$ cat src/rtl/relu_maxpool.sv
// Streaming ReLU followed by a 2x2/stride-2 max-pool over a row-major conv result stream.
// A half-row line buffer carries the top-row pair maxima until the matching bottom-row pair arrives.
module relu_maxpool #(
  parameter int unsigned DATA_W   = 16,
  parameter int unsigned MAX_COLS = 16
) (
  input  logic              clk,
  input  logic              rst_n,
  input  logic              start,
  input  logic [3:0]        in_rows,
  input  logic [3:0]        in_cols,
  input  logic [DATA_W-1:0] in_data,
  input  logic              in_valid,
  output logic [DATA_W-1:0] pool_data,
  output logic              pool_valid,
  output logic              busy,
  output logic              done
);

  localparam int unsigned LB_D  = MAX_COLS / 2;
  localparam int unsigned LB_AW = (LB_D > 1) ? $clog2(LB_D) : 1;

  typedef enum logic [1:0] {IDLE, RUN, DONE} state_t;

  state_t            r_state;
  logic [3:0]        r_rows;
  logic [3:0]        r_cols;
  logic [3:0]        r_row;
  logic [3:0]        r_col;
  logic [DATA_W-1:0] r_hold;
  logic [DATA_W-1:0] r_linebuf [LB_D];

  logic              w_accept;
  logic              w_last;
  logic              w_row_ok;
  logic              w_col_ok;
  logic              w_pool;
  logic [LB_AW-1:0]  w_lb_idx;
  logic [DATA_W-1:0] w_r;
  logic [DATA_W-1:0] w_hmax;
  logic [DATA_W-1:0] w_lb_rd;
  logic [DATA_W-1:0] w_vmax;

  // ReLU, then unsigned max trees for the horizontal pair and the full window
  assign w_r      = in_data[DATA_W-1] ? '0 : in_data;
  assign w_hmax   = (r_hold > w_r) ? r_hold : w_r;
  assign w_lb_idx = LB_AW'(r_col >> 1);
  assign w_lb_rd  = r_linebuf[w_lb_idx];
  assign w_vmax   = (w_lb_rd > w_hmax) ? w_lb_rd : w_hmax;

  // An odd extent leaves its final row/col index unpaired, so it is excluded from pooling
  assign w_accept = (r_state == RUN) && in_valid;
  assign w_last   = (r_row == r_rows) && (r_col == r_cols);
  assign w_row_ok = r_rows[0] || (r_row != r_rows);
  assign w_col_ok = r_cols[0] || (r_col != r_cols);
  assign w_pool   = w_accept && w_row_ok && w_col_ok;

  // Line buffer has no reset: every entry is written on a top row before the bottom row reads it
  always_ff @(posedge clk) begin
    if (w_pool && !r_row[0] && r_col[0]) begin
      r_linebuf[w_lb_idx] <= w_hmax;
    end
  end

  always_ff @(posedge clk or negedge rst_n) begin
    if (!rst_n) begin
      r_state    <= IDLE;
      r_rows     <= '0;
      r_cols     <= '0;
      r_row      <= '0;
      r_col      <= '0;
      r_hold     <= '0;
      pool_data  <= '0;
      pool_valid <= 1'b0;
      busy       <= 1'b0;
      done       <= 1'b0;
    end else begin
      pool_valid <= 1'b0;
      done       <= 1'b0;
      case (r_state)
        IDLE: begin
          if (start) begin
            r_rows  <= in_rows;
            r_cols  <= in_cols;
            r_row   <= '0;
            r_col   <= '0;
            busy    <= 1'b1;
            r_state <= RUN;
          end
        end
        RUN: begin
          if (w_accept) begin
            if (r_col == r_cols) begin
              r_col <= '0;
              r_row <= r_row + 4'd1;
            end else begin
              r_col <= r_col + 4'd1;
            end
            if (w_pool && !r_col[0]) begin
              r_hold <= w_r;
            end
            if (w_pool && r_row[0] && r_col[0]) begin
              pool_data  <= w_vmax;
              pool_valid <= 1'b1;
            end
            if (w_last) begin
              done    <= 1'b1;
              r_state <= DONE;
            end
          end
        end
        DONE: begin
          busy    <= 1'b0;
          r_state <= IDLE;
        end
        default: begin
          busy    <= 1'b0;
          r_state <= IDLE;
        end
      endcase
    end
  end

endmodule

$ cat config.mk
export PLATFORM = sky130hd
export DESIGN_NAME = relu_maxpool
export DESIGN_NICKNAME = d
export VERILOG_FILES = /design/src/rtl/relu_maxpool.sv
export SDC_FILE = /design/constraint.sdc
export NUM_CORES = 1
export LEC_CHECK = 0
export ABC_AREA = 1
export CAP_MARGIN = 20
export CORE_MARGIN = 5
export CORE_UTILIZATION = 55
export CTS_BUF_LIST = sky130_fd_sc_hd__clkbuf_2
export DETAILED_ROUTE_END_ITERATION = 10
export GPL_TIMING_DRIVEN = 0
export PLACE_DENSITY_LB_ADDON = 0.05
export SETUP_SLACK_MARGIN = 0.05
export SLEW_MARGIN = 10
export SYNTH_ARGS = -nofsm -noshare
export SYNTH_HDL_FRONTEND = slang
export SYNTH_SLANG_ARGS = --single-unit
$ cat constraint.sdc
create_clock -name clk -period 4.2 [get_ports clk]
set_input_delay 1.05 -clock clk [delete_from_list [all_inputs] [get_ports clk]]
set_output_delay 1.05 -clock clk [all_outputs]
set_load 0.02 [all_outputs]
==> summary.md <==
| Metric | Value |
|---|---|
| Achievable Freq | 253 MHz |
| HP Class | input port to async pin |
| Synth Instances | roughly 950 |
| Detailed Routing Iterations Pass 1 | 5 |
| Total CTS buffers | 17 |
| Die Height | around 130 um |
| Synth area leaders | edfxtp_1, nand2_1, dfrtp_1, ha_1, inv_1 |
| Longest Clk Path Bufs | 2 |
| Clock Tree Root | clkbuf_2 |
| Via count | around 6.4k |
| Die area | between 15000 and 20000 um2 |
| Clock Skew | 0.0390 ns |
| Crit start category | input port |
| CP required | 4.90 ns |
| Final setup TNS | 0 ns |
| DRC Markers | 0 |
| Nets@finish | roughly 1.1k |
| DP HPWL | 14.5 mm |
| Commonest non-fill, non-tap cells in the layout | nand2_1, edfxtp_1, inv_1 |
| Initial antenna violation count | 1 |
| RSZ-0062 raised after global routing | true |
| Post-synth top area share | a little over two fifths |
| Post-DRT Antenna Nets | 0 |
| Ys Warns | 0 |
| Compound-cell area share of the yosys netlist | around 5.5% |
| Design Power | just under 7 mW |
| Global Route Usage Sum | a little under a quarter |
| Port Buf Inserts | 45 |
| Fin crit share | between 90% and 100% |
| Starting Density | a little under three fifths |
| IO Count | between 40 and 50 |
| Leakage | roughly 4.6 nW |
| Fillers | approximately 1.3k |
| Synth Area in Adders | between 4 and 5% |
| Avg WL per Cell | ~16 um |
| Post-synth top area cell | edfxtp_1 |
| Worst-Margin Slew | 0.908 ns |
| XOR/XNOR share of the synthesized area | less than 1% |
| Synth unique cells | 32 |
| H-tree depth | 4 |
| Placed cell areas | between 9000 and 10000 um2 |
| Most common cell after layout, fill and taps aside | nand2_1 |
| Grt ovf | 0 |
| Hold_buf cts | 0 |
| Mux cell area share after synthesis | 0% |
| Post-Syn Area per Cell | 8.93 um2 |
| CP Max Fanout | 10 |
| Synth Area in Simple Gates | between 20% and 30% |
| Vias in the first global route | slightly above 6k |
| Synth Net Count | roughly 1.0k |
| Final Hold Viols | 0 |
| Placed cells | approximately 1.2k |
| WS Path Type | input port to flop |
| Area of the multi-input gates | 3160 um2 |
| Area Overhead vs Synth | 14.4% |
| Seq/Total Area, Yosys | about 57% |
| Largest family of logic cells by synthesized area | simple AND/OR/NAND/NOR gates |
| Die Wd | approximately 130 um |
| Setup Viol. Count Final | 0 |
| Clk sinks | roughly 170 |
| CTS tree | built |
| Max cap viols | 0 |
| Slew margin rel. | 39.4% |
| Clock transition at the registers of the reported paths | roughly 0.24 ns |
| Post-route cell area | about 9700 um2 |
| Final Max Slew Viols | 0 |
| Pwr per Cell Area | 707 nW/um2 |
| Worst vdd ir | ~0.38 mV |
| Storage element area | just under 5000 um2 |
| Cell Area, Synth | between 8000 and 9000 um2 |
| Non-Filler Instances | between 1k and 1.5k |
| Critical Path End Type | flop |
| Layout cell share with drive strength beyond 1 | 12.1% |
| Row count | 45 |
| Routability cong. | 0.801 |
| WL final | approximately 20 mm |
| Global-route wire length before repair | ~32 mm |
| Outcome | finished, final reports clean |
| FF+latch count, synth | around 170 |
| Clock Latency Late Sink | roughly 0.76 ns |
| WP data arrival | about 4.7 ns |
| Tmin final | 3.96 ns |
| Mean number of vias per cell | 5.22 |
| Largest net degree at the start of global routing | 36 |
| Core area | between 15000 and 20000 um2 |
| Drt first-iter violations | 455 |
## flip-flops by register name (all words and copies together) (netlist names)
register / flops
r_linebuf: 120
pool_data: 15
r_hold: 15
r_col: 4
r_cols: 4
r_row: 4
r_rows: 4
r_state: 2
busy: 1
done: 1
pool_valid: 1
## synthesized netlist by cell type
| library cell | number |
|---|---|
| nand3b_1 | 1 |
| nor2_2 | 1 |
| buf_6 | 14 |
| nor3_2 | 1 |
| nor2_1 | 29 |
| xor2_1 | 4 |
| dfrtp_1 | 51 |
| nand2_2 | 2 |
| inv_1 | 85 |
| a31oi_1 | 1 |
| clkbuf_1 | 7 |
| clkbuf_2 | 1 |
| inv_2 | 7 |
| nor2_4 | 2 |
| nand3_2 | 1 |
| o32ai_1 | 1 |
| nand4_2 | 1 |
| o21ai_1 | 16 |
| nand3_1 | 62 |
| buf_1 | 1 |
| a21oi_1 | 41 |
| edfxtp_1 | 120 |
| nand2_1 | 416 |
| clkinv_1 | 3 |
| buf_4 | 3 |
| conb_1 | 1 |
| nand4_1 | 3 |
| ha_1 | 32 |
| nor3_1 | 1 |
| buf_2 | 13 |
| a21o_1 | 2 |
| o21ai_0 | 30 |
## routing by layer
layer / vias to the layer above / share of wire [%] / global-route usage (%)
li1: 3232 / - / -
met1: 2971 / 45 / 32.0
met5: - / 0 / 0
met3: 30 / 6.4 / 4.46
met4: 0 / 2.1 / 7.92
met2: 194 / 47 / 37.9
## area by class of cell
class / instances / share of cell area, %
flip-flops and latches: 171 / 50.1
inverters: 95 / 3.66
clock buffers: 18 / 0.925
diodes: 1 / 0.0257
well taps: 188 / 2.42
clock inverters: 14 / 1.21
repair buffers: 58 / 6.02
plain buffers: 39 / 3.17
multi-input cells: 648 / 32.4
## through the flow
step	setup slack (ns)	utilization, %	hold slack [ns]
CTS	0.0642	63.1	0.126
global route	0.0306	64.0	0.130
floorplan	0.100	-	0.453
finish	0.245	64.0	0.191
detailed placement	-1.39	61.2	0.465
global placement	-1.32	60.5	0.463
## path summary, 6_finish.rpt
path,from,endpoint,slack [ns],cells after the start
min in group clk,r_row[3],r_row[3],0.50,1
min,rst_n,r_hold[12],0.19,1
min reg2reg,r_row[3],r_row[3],0.50,1
max,in_data[15],pool_data[4],0.24,22
max reg2reg,r_hold[11],pool_data[4],0.83,18
max in group asynchronous,rst_n,r_row[0],3.45,2
## cell families after synthesis
kind of cell | after synthesis
and+or+nand+nor | 520
DFF | 171
buffers and inverters | 134
AOI/OAI and AO/OA | 91
adders and majority gates | 32
xor gates and xnor gates | 4
other | 1
## report_power, final
group | switching [mW] | internal [mW]
Sequential | 0.147 | 2.21
Combinational | 2.39 | 1.32
Clock | 0.598 | 0.219
## critical path: stages
cell	delay (ns)
clkdlybuf4s50_1	0.41
inv_2	0.10
buf_6	0.14
nand2_1	0.09
ha_1	0.33
nand4_1	0.13
nor2_2	0.21
nand2_1	0.13
nand2_4	0.17
nand3_1	0.15
nand2_2	0.21
inv_1	0.07
ha_1	0.33
nand3_2	0.12
nor3_4	0.28
nand3_4	0.16
clkbuf_2	0.22
nand3_1	0.11
nand2_1	0.06
inv_1	0.06
nand2_1	0.06
nand2_1	0.06
## timing repair
item | in CTS | in global routing
pin swaps | 1 | 8
gates resized for setup | 26 | 25
endpoints found under the setup margin | 15 | 15
endpoints found under the hold margin | 0 | 0
setup buffers | 0 | 6
(Power assumes the default switching activity.)
